--- config.mk ---
export PLATFORM = sky130hd
export DESIGN_NAME = exception_ctrl
export DESIGN_NICKNAME = d
export VERILOG_FILES = /design/src/rtl/exception_ctrl.sv
export SDC_FILE = /design/constraint.sdc
export NUM_CORES = 1
export LEC_CHECK = 0
export ABC_AREA = 1
export CAP_MARGIN = 20
export CORE_MARGIN = 10
export CORE_UTILIZATION = 45
export CTS_CLUSTER_SIZE = 14
export DETAILED_ROUTE_END_ITERATION = 10
export GPL_TIMING_DRIVEN = 0
export PLACE_DENSITY = 0.84
export SYNTH_ARGS = -nofsm -noshare
export SYNTH_HDL_FRONTEND = slang
export SYNTH_SLANG_ARGS = --single-unit
export TNS_END_PERCENT = 30
--- constraint.sdc ---
create_clock -name clk -period 3.6 [get_ports clk]
set_input_delay 0.36 -clock clk [delete_from_list [all_inputs] [get_ports clk]]
set_output_delay 0.36 -clock clk [all_outputs]
set_load 0.02 [all_outputs]
--- src/rtl/exception_ctrl.sv ---
// Exception sequencer: latches the winning exception cause and return address, fetches the
// handler byte from the vector table after MEM_WAIT read cycles, then loads it into the PC.
module exception_ctrl #(
    parameter int MEM_WAIT = 2    // memory read wait cycles, legal range 1..7
) (
    input  logic        clk,
    input  logic        reset,
    input  logic        exc_opcode,
    input  logic        exc_overflow,
    input  logic        exc_div0,
    input  logic [31:0] pc_in,
    input  logic [31:0] mem_rdata,
    output logic [2:0]  mem_sel,
    output logic        epc_wr,
    output logic [31:0] epc_out,
    output logic        pc_wr,
    output logic [31:0] pc_out,
    output logic [1:0]  exc_cause,
    output logic        busy
);

    typedef enum logic [1:0] {
        S_IDLE  = 2'd0,
        S_SAVE  = 2'd1,
        S_WAIT  = 2'd2,
        S_WRITE = 2'd3
    } state_t;

    localparam logic [2:0] WAIT_LOAD = 3'(MEM_WAIT - 1);

    state_t      r_state;
    state_t      w_state_next;
    logic [2:0]  r_wait_cnt;
    logic [31:0] r_epc;
    logic [31:0] r_pc;
    logic [1:0]  r_cause;
    logic        w_event;
    logic [1:0]  w_cause;
    logic [2:0]  w_vector;
    logic        w_unused_rdata;

    // Only the vector byte of the memory word is used.
    assign w_unused_rdata = &{1'b0, mem_rdata[31:8]};

    assign w_event = exc_opcode | exc_overflow | exc_div0;

    // Fixed priority: opcode > overflow > div0.
    always_comb begin
        w_cause = 2'b00;
        if (exc_opcode)
            w_cause = 2'b01;
        else if (exc_overflow)
            w_cause = 2'b10;
        else if (exc_div0)
            w_cause = 2'b11;
    end

    // Vector table selector for the latched cause; unused codes fall back to 3'b000.
    always_comb begin
        case (r_cause)
            2'b01:   w_vector = 3'b100;
            2'b10:   w_vector = 3'b101;
            2'b11:   w_vector = 3'b110;
            default: w_vector = 3'b000;
        endcase
    end

    // State register
    always_ff @(posedge clk) begin
        if (reset)
            r_state <= S_IDLE;
        else
            r_state <= w_state_next;
    end

    // Next-state logic
    always_comb begin
        w_state_next = r_state;
        case (r_state)
            S_IDLE:  if (w_event) w_state_next = S_SAVE;
            S_SAVE:  w_state_next = S_WAIT;
            S_WAIT:  if (r_wait_cnt == 3'd0) w_state_next = S_WRITE;
            S_WRITE: w_state_next = S_IDLE;
            default: w_state_next = S_IDLE;
        endcase
    end

    // Datapath registers: cause/EPC latched on entry, handler address on the last wait edge.
    always_ff @(posedge clk) begin
        if (reset) begin
            r_wait_cnt <= 3'd0;
            r_epc      <= 32'd0;
            r_pc       <= 32'd0;
            r_cause    <= 2'b00;
        end else begin
            case (r_state)
                S_IDLE: begin
                    if (w_event) begin
                        r_epc   <= pc_in - 32'd4;
                        r_cause <= w_cause;
                    end
                end
                S_SAVE: r_wait_cnt <= WAIT_LOAD;
                S_WAIT: begin
                    if (r_wait_cnt == 3'd0)
                        r_pc <= {24'b0, mem_rdata[7:0]};
                    else
                        r_wait_cnt <= r_wait_cnt - 3'd1;
                end
                default: ;
            endcase
        end
    end

    // Output decode from state only
    always_comb begin
        mem_sel = 3'b000;
        epc_wr  = 1'b0;
        pc_wr   = 1'b0;
        busy    = 1'b1;
        case (r_state)
            S_IDLE:  busy = 1'b0;
            S_SAVE: begin
                epc_wr  = 1'b1;
                mem_sel = w_vector;
            end
            S_WAIT:  mem_sel = w_vector;
            S_WRITE: pc_wr = 1'b1;
            default: busy = 1'b0;
        endcase
    end

    assign epc_out   = r_epc;
    assign pc_out    = r_pc;
    assign exc_cause = r_cause;

endmodule

Word level (Yosys, flattened, before mapping). Cells that the tools add are included.

Bits in registers: 47. Bits of input ports: 69. Output and inout port bits: 72.

Add/subtract/negate cells: 2. Eq/ne operators: 9. Multiplexer cells: 13. Bitwise logic cells: 2. Reductions and logical operators: 8.

Operators by type and width (count): 32-bit by 3-bit subtractor with 32-bit output, second input constant (1); 2-bit 2-to-1 mux (5); 3-bit one-hot mux with 3 select lines (1); 2-bit == test, second input constant (4); 2-bit one-hot mux with 4 select lines (1); 2-bit AND reduction (4); 3-bit 2-to-1 mux (2); 2-bit inequality test, second input constant (3); 3-bit one-hot mux with 2 select lines (1); 2-bit by 1-bit == test with 1-bit output, second input constant (2); 3-bit logical NOT (1); 1-bit 2-to-1 mux (3); 3-bit by 1-bit subtractor with 3-bit output, second input constant (1); 2-bit logical NOT (1); 1-bit OR (2); 2-bit nonzero test (1); 2-bit OR reduction (1).

Depth between registers and ports, before layout. Gate-level depths: netlist of run 1.

Depth in word-level cells: 4. Mapped depth: 10. Mapped depth without buffers: 10.

Worst setup path before layout of run 1. OpenSTA, ideal clock, no wires.

Path kind: flip-flop to output port. Start: reg r_state[0]. End: out mem_sel[2]. Arrival time: 1.107 ns. Setup slack: 2.133 ns. Cell stages (with the launch flop): 5. Buffers on the path: 0. Cells stage by stage: dfxtp_1 > inv_1 > ha_1 > inv_1 > a21oi_1.

Word-level cells in the longest chain between the ends: 3.

RTL lines: start, declared (RTL line 31) `state_t r_state;`; start signal, assigned (RTL line 73) `r_state <= w_state_next;`; 2-bit by 1-bit == test with 1-bit output or 2-bit == test (tied branches) (RTL line 121) `case (r_state)`; 2-bit OR reduction (no source line) (*); 3-bit 2-to-1 mux (*) (RTL line 121); end, declared (RTL line 13) `output logic [2:0] mem_sel,`.

Mark *: on every way between the ends. The rest lies on a longest branch, timed or not.

Worst setup path in the final report of run 1. Ends and elaborated chain as after synthesis.

==> impl_metrics.env, run 1 <==
export IMPL_cts_tree="done"
export IMPL_outcome="finished, final reports clean"
export IMPL_postRouteAntennaNets=0
export IMPL_setup_ws_ps=1300
export IMPL_flops_latches_synth=47
export IMPL_wl_um=9170
export IMPL_ctsLongestPathBuffers=2
export IMPL_routed_wire_length_per_instance_um=13.8
export IMPL_post_cts_setup_buffers=0
export IMPL_critical_path_most_common_cell="sky130_fd_sc_hd__inv_1"
export IMPL_placementRows=29
export IMPL_clkTransAtPathRegs_ps=100
export IMPL_grt_first_pass_wirelength_um=15000
export IMPL_fill_cells=602
export IMPL_synth_top_cells_by_area="sky130_fd_sc_hd__dfxtp_1 (31%), sky130_fd_sc_hd__nor2_1 (10%), sky130_fd_sc_hd__nand2_1 (9.2%), sky130_fd_sc_hd__inv_1 (8.8%), sky130_fd_sc_hd__buf_4 (6.0%)"
export IMPL_drt_pass1_iter_count=4
export IMPL_ys_seq_area_share_pct=31.2
export IMPL_clock_sinks=47
export IMPL_internal_power_mw=1.51
export IMPL_clockRootBuffer="sky130_fd_sc_hd__clkbuf_8"
export IMPL_seq_power_share_pct=30.3
export IMPL_finished_cell_area_um2=4210
export IMPL_pre_cts_slack_ps=1550
export IMPL_worstSetupStartpointType="flop"
export IMPL_antenna_found_initial=0
export IMPL_dpl_cell_area_um2=4110
export IMPL_pin_count_of_the_biggest_net_entering_global_routing=18
export IMPL_portBuffers=91
export IMPL_num_io_pins=141
export IMPL_worst_hold_path_type="reg -> reg"
export IMPL_design_core_area_um2=6420
export IMPL_timing_setup_tns_ps=0
export IMPL_criticalPathCategory="reg -> out"
export IMPL_ys_warnings_count=0
export IMPL_ctsResizeCount=0
export IMPL_regToRegSetupSlack_ps=1980
export IMPL_slowest_delay_ps=620
export IMPL_htree_num_levels=2
export IMPL_cts_hold_fix_buffers=0
export IMPL_setup_violations_final=0
export IMPL_timing_hold_ws_ps=450
export IMPL_combinationalPowerShare_pct=56.7
export IMPL_hold_wc_startpoint="pc_out[4]"
export IMPL_worst_clock_skew_ps=12.0
export IMPL_initial_detailed_routing_violation_count=154
export IMPL_finalMaxSlewViolations=0
export IMPL_final_weighted_congestion_in_routability_driven_placement=0.899
export IMPL_cell_breakdown_of_the_critical_path="inv_1 > ha_1 > inv_1 > a21oi_1 > clkdlybuf4s50_1"
export IMPL_r2r_end="epc_out[26]"
export IMPL_finalNetCount=661
export IMPL_first_global_vias=3082
export IMPL_initial_utilization_pct=47.0
export IMPL_standard_cell_with_the_maximum_stage_delay_on_the_critical_path="sky130_fd_sc_hd__clkdlybuf4s50_1"
export IMPL_insertion_delay_ps=310
export IMPL_mostFrequentLayoutCell="sky130_fd_sc_hd__clkdlybuf4s50_1"
export IMPL_holdPathEnd="pc_out[4]"
export IMPL_floorplan_die_height_um=102
export IMPL_synthDistinctLibCells=34
export IMPL_grt_overflow_total=0
export IMPL_final_core_utilization_pct=65.5
export IMPL_worstHoldPathCells=2
export IMPL_remaining_drc_errors=0
export IMPL_synthesis_instances=464
export IMPL_n_antenna_cell=0
export IMPL_dp_final_hpwl_um=7520
export IMPL_die_area_um2=10400
export IMPL_unrepaired_setup_endpoints_after_global_routing="no"
export IMPL_via_count=3113
export IMPL_layout_min_cycle_time_ps=2300
export IMPL_final_hold_violation_count=0
export IMPL_syn_area_um2=3020
export IMPL_share_clk_of_total_power_pct=13.0
export IMPL_max_freq_mhz=434
export IMPL_max_cap_violations=0
export IMPL_r2r_worst_path_cells=9
export IMPL_ir_worst_vdd_v=0.000311
export IMPL_switching_fraction_pct=44.2
export IMPL_synth_top_cell_area_share_pct=31.2
export IMPL_worst_ep_arrival_time_ps=1940
export IMPL_mostFrequentLayoutCells="sky130_fd_sc_hd__clkdlybuf4s50_1 (91), sky130_fd_sc_hd__nor2_1 (82), sky130_fd_sc_hd__nand2_1 (74), sky130_fd_sc_hd__inv_1 (71), sky130_fd_sc_hd__dfxtp_1 (47)"
export IMPL_net_switching_power_of_the_design_mw=1.19
export IMPL_final_period_utilization_pct=64.0
export IMPL_static_leakage_nw=2.01
export IMPL_worst_endpoint_required_ps=3240
export IMPL_route_detailed_vias_per_inst=4.70
export IMPL_critPathTopFamily="buffers and inverters"
export IMPL_timing_critical_path_buf_inv=3
export IMPL_drive_above_1_share_pct=11.9
export IMPL_cellPowerDensity_nw_per_um2=641
export IMPL_die_x_um=102
export IMPL_cts_inserted_buffers=5
export IMPL_nature_of_the_critical_path_endpoint="output pin"
export IMPL_syn_mean_instance_area_um2=6.50
export IMPL_area_overhead_of_the_layout_relative_to_synthesis_pct=39.4
export IMPL_crit_path_max_fanout=4
export IMPL_netlist_top_cell_by_area="sky130_fd_sc_hd__dfxtp_1"
export IMPL_reg2reg_from="r_state[0]"
export IMPL_grt_usage_pct=17.7
## cell usage after synthesis
library cell / count
sky130_fd_sc_hd__inv_2: 3
sky130_fd_sc_hd__nand3_2: 1
sky130_fd_sc_hd__nor3_1: 2
sky130_fd_sc_hd__a31oi_1: 4
sky130_fd_sc_hd__nand2_1: 74
sky130_fd_sc_hd__a21oi_1: 29
sky130_fd_sc_hd__clkbuf_1: 2
sky130_fd_sc_hd__o21ai_1: 8
sky130_fd_sc_hd__buf_2: 4
sky130_fd_sc_hd__buf_4: 24
sky130_fd_sc_hd__nand2_4: 2
sky130_fd_sc_hd__clkbuf_2: 1
sky130_fd_sc_hd__nor2_4: 2
sky130_fd_sc_hd__o211ai_2: 1
sky130_fd_sc_hd__nand3_4: 1
sky130_fd_sc_hd__nor2_8: 1
sky130_fd_sc_hd__nand4_1: 4
sky130_fd_sc_hd__buf_1: 1
sky130_fd_sc_hd__xnor2_1: 2
sky130_fd_sc_hd__o21ai_2: 1
sky130_fd_sc_hd__ha_1: 7
sky130_fd_sc_hd__o21ai_0: 34
sky130_fd_sc_hd__xor2_1: 6
sky130_fd_sc_hd__nand3b_1: 2
sky130_fd_sc_hd__nor2_2: 9
sky130_fd_sc_hd__or2_1: 2
sky130_fd_sc_hd__o21bai_1: 1
sky130_fd_sc_hd__buf_6: 5
sky130_fd_sc_hd__dfxtp_1: 47
sky130_fd_sc_hd__inv_1: 71
sky130_fd_sc_hd__nand3_1: 23
sky130_fd_sc_hd__nor2_1: 82
sky130_fd_sc_hd__conb_1: 1
sky130_fd_sc_hd__nand2_2: 7
## kinds of logic (layout without fill, tap and decap cells)
logic type	after synthesis	in the layout	share of synthesized area [%]
compound gates	78	78	13.6
xor+xnor	8	8	2.32
fa+ha+maj	7	7	2.90
buf+inv	111	210	18.2
flops	47	47	31.2
other cells	1	24	0.124
simple gates	212	212	31.7
## worst reg2reg max path, stage by stage (launching register included)
cell	delay (ps)
sky130_fd_sc_hd__dfxtp_1	350
sky130_fd_sc_hd__inv_1	100
sky130_fd_sc_hd__ha_1	240
sky130_fd_sc_hd__nand2_4	140
sky130_fd_sc_hd__inv_2	100
sky130_fd_sc_hd__buf_6	150
sky130_fd_sc_hd__buf_6	160
sky130_fd_sc_hd__nand3_1	150
sky130_fd_sc_hd__nand2_1	90
sky130_fd_sc_hd__inv_1	40
## cell type report
cell class / count / area [um^2] / share of cell area (%)
clock buffer: 5 / 68.8 / 1.64
inverter: 74 / 278 / 6.60
clock inverter: 3 / 27.5 / 0.654
buffer: 37 / 273 / 6.48
tap: 77 / 96.3 / 2.29
multi-input combinational: 329 / 1610 / 38.3
sequential: 47 / 941 / 22.4
timing repair buffer: 91 / 911 / 21.6
## sequential cells by signal (all words and copies together), names as in the netlist
signal,cells
epc_out,32
r_wait_cnt,3
pc_out,8
exc_cause,2
r_state,2
## worst max-delay path by stage
stage	startpoint	slack (ps)	end	cells after the start
3_5_place_dp	pc_in[2]	1550	epc_out[26]	11
5_1_grt	r_state[0]	1160	mem_sel[2]	5
4_1_cts	r_state[0]	1290	mem_sel[2]	5
2_1_floorplan	r_state[0]	2130	mem_sel[2]	4
6_report	r_state[0]	1300	mem_sel[2]	5
3_3_place_gp	pc_in[2]	1590	epc_out[26]	11
## per-stage QoR
| stage | total power [mW] | instances |
|---|---|---|
| CTS | 2.72 | 663 |
| global placement | 2.31 | 655 |
| global route | 2.90 | 663 |
| finish | 2.70 | 663 |
| detailed placement | 2.36 | 655 |
| floorplan | 1.72 | 487 |
## power groups by stage
| stage | logic [mW] | registers (mW) | clock network (mW) |
|---|---|---|---|
| finish | 1.53 | 0.817 | 0.350 |
| global route | 1.68 | 0.837 | 0.378 |
| CTS | 1.54 | 0.816 | 0.362 |
| detailed placement | 1.53 | 0.826 | 0 |
| global placement | 1.50 | 0.814 | 0 |
| floorplan | 0.695 | 1.02 | 0 |
## layer usage
layer | vias up | GRT usage, % | part of all wire, %
met4 | 0 | 3.58 | 0.59
met3 | 6 | 5.26 | 8.7
met1 | 1376 | 21.3 | 42
met5 | - | 0 | 0
li1 | 1632 | - | -
met2 | 99 | 30.7 | 48
(Power assumes the default switching activity.)
==> inputs of run 2 (changes only) <==
CORE_UTILIZATION = 42   (was 45)
PLACE_DENSITY = 0.79   (was 0.84)
clock period = 2.3 ns   (was 3.6 ns; I/O delays follow)
==> impl_metrics.env, run 2 (synthesis results as in run 1) <==
export IMPL_criticalPathCategory="reg -> out"
export IMPL_ctsResizeCount=0
export IMPL_final_period_utilization_pct=94.8
export IMPL_timing_setup_tns_ps=0
export IMPL_worst_endpoint_required_ps=2070
export IMPL_finalNetCount=661
export IMPL_max_ffs_per_register=32
export IMPL_drive_above_1_share_pct=11.9
export IMPL_n_antenna_cell=0
export IMPL_initial_detailed_routing_violation_count=134
export IMPL_finished_cell_area_um2=4250
export IMPL_postRouteAntennaNets=0
export IMPL_grt_overflow_total=0
export IMPL_regToRegSetupSlack_ps=690
export IMPL_static_leakage_nw=2.02
export IMPL_fill_cells=665
export IMPL_design_core_area_um2=6910
export IMPL_via_count=3114
export IMPL_worst_clock_skew_ps=11.5
export IMPL_cellPowerDensity_nw_per_um2=1010
export IMPL_initial_utilization_pct=43.7
export IMPL_mostFrequentLayoutCell="sky130_fd_sc_hd__clkdlybuf4s50_1"
export IMPL_max_cap_violations=0
export IMPL_reg2reg_from="r_state[0]"
export IMPL_combinationalPowerShare_pct=55.6
export IMPL_first_global_vias=3014
export IMPL_setup_violations_final=0
export IMPL_ir_worst_vdd_v=0.000333
export IMPL_mostFrequentLayoutCells="sky130_fd_sc_hd__clkdlybuf4s50_1 (91), sky130_fd_sc_hd__nor2_1 (82), sky130_fd_sc_hd__nand2_1 (74), sky130_fd_sc_hd__inv_1 (71), sky130_fd_sc_hd__dfxtp_1 (47)"
export IMPL_insertion_delay_ps=310
export IMPL_nature_of_the_critical_path_endpoint="output pin"
export IMPL_num_io_pins=141
export IMPL_htree_num_levels=2
export IMPL_cts_tree="done"
export IMPL_drt_pass1_iter_count=4
export IMPL_timing_critical_path_buf_inv=2
export IMPL_layout_min_cycle_time_ps=2180
export IMPL_share_clk_of_total_power_pct=14.8
export IMPL_area_overhead_of_the_layout_relative_to_synthesis_pct=40.8
export IMPL_wl_um=9040
export IMPL_finalMaxSlewViolations=0
export IMPL_holdPathEnd="epc_out[23]"
export IMPL_r2r_worst_path_cells=9
export IMPL_portBuffers=91
export IMPL_switching_fraction_pct=42.7
export IMPL_outcome="finished, final reports clean"
export IMPL_grt_usage_pct=15.8
export IMPL_final_weighted_congestion_in_routability_driven_placement=0.880
export IMPL_slowest_delay_ps=620
export IMPL_ctsLongestPathBuffers=2
export IMPL_cts_inserted_buffers=5
export IMPL_seq_power_share_pct=29.6
export IMPL_post_cts_setup_buffers=0
export IMPL_r2r_end="epc_out[26]"
export IMPL_clock_sinks=47
export IMPL_pin_count_of_the_biggest_net_entering_global_routing=17
export IMPL_grt_first_pass_wirelength_um=14600
export IMPL_antenna_found_initial=0
export IMPL_cell_breakdown_of_the_critical_path="inv_1 > ha_1 > nand2_1 > nor2_1 > clkdlybuf4s50_1"
export IMPL_clkTransAtPathRegs_ps=100
export IMPL_crit_path_max_fanout=4
export IMPL_standard_cell_with_the_maximum_stage_delay_on_the_critical_path="sky130_fd_sc_hd__clkdlybuf4s50_1"
export IMPL_routed_wire_length_per_instance_um=13.3
export IMPL_critPathTopFamily="buffers and inverters"
export IMPL_dpl_cell_area_um2=4140
export IMPL_remaining_drc_errors=0
export IMPL_worst_ep_arrival_time_ps=1950
export IMPL_unrepaired_setup_endpoints_after_global_routing="no"
export IMPL_placementRows=30
export IMPL_internal_power_mw=2.46
export IMPL_final_hold_violation_count=0
export IMPL_max_freq_mhz=459
export IMPL_net_switching_power_of_the_design_mw=1.83
export IMPL_worstHoldPathCells=4
export IMPL_hold_wc_startpoint="reset"
export IMPL_clockRootBuffer="sky130_fd_sc_hd__clkbuf_8"
export IMPL_floorplan_die_height_um=105
export IMPL_cts_hold_fix_buffers=0
export IMPL_worstSetupStartpointType="flop"
export IMPL_dp_final_hpwl_um=7500
export IMPL_die_area_um2=11000
export IMPL_worst_hold_path_type="in -> reg"
export IMPL_die_x_um=105
export IMPL_route_detailed_vias_per_inst=4.57
[run 2: layout make-up]
cell class              instances  area (um^2)  area share, %
plain buffers                  37          273           6.42
well taps                      96          120           2.83
clock buffers                   5         68.8           1.62
multi-input cells             329         1610           37.9
inverters                      74          278           6.54
repair buffers                 91          911           21.4
flip-flops and latches         47          941           22.1
clock inverters                 3         46.3           1.09
[run 2: through the flow]
stage	total power, mW	worst slack [ps]	std cells	hold WS [ps]	utilization (%)
6_report	4.29	120	682	322	61.5
5_1_grt	4.62	17.1	682	348	61.5
4_1_cts	4.34	96.3	682	322	61.5
3_5_place_dp	3.69	397	674	439	59.9
3_3_place_gp	3.63	435	674	429	59.9
2_1_floorplan	2.69	958	487	320	-
[run 2: power groups by stage]
stage	Combinational, mW	Sequential (mW)	Clock [mW]
global route	2.62	1.31	0.698
global placement	2.35	1.28	0
finish	2.39	1.27	0.634
detailed placement	2.40	1.29	0
floorplan	1.09	1.60	0
CTS	2.41	1.27	0.655
[run 2: worst min-delay path, cell delays in order]
cell	delay, ps
sky130_fd_sc_hd__buf_2	200
sky130_fd_sc_hd__nor2_1	70
sky130_fd_sc_hd__nand2_1	50
sky130_fd_sc_hd__inv_1	30
[run 2: how the worst max path moves through the flow]
stage / start / slack [ps] / endpoint / cells after the start
global route: r_state[0] / 20 / mem_sel[1] / 5
CTS: r_state[0] / 100 / mem_sel[1] / 5
global placement: pc_in[2] / 430 / epc_out[26] / 11
finish: r_state[0] / 120 / mem_sel[1] / 5
detailed placement: pc_in[2] / 400 / epc_out[26] / 11
floorplan: r_state[0] / 960 / epc_out[20] / 8
[run 2: layer usage]
metal | global-route usage [%] | wire (um)
met1 | 18.3 | 4040
met2 | 27.0 | 4210
met3 | 5.77 | 664
met4 | 3.73 | 131
met5 | 0 | 0
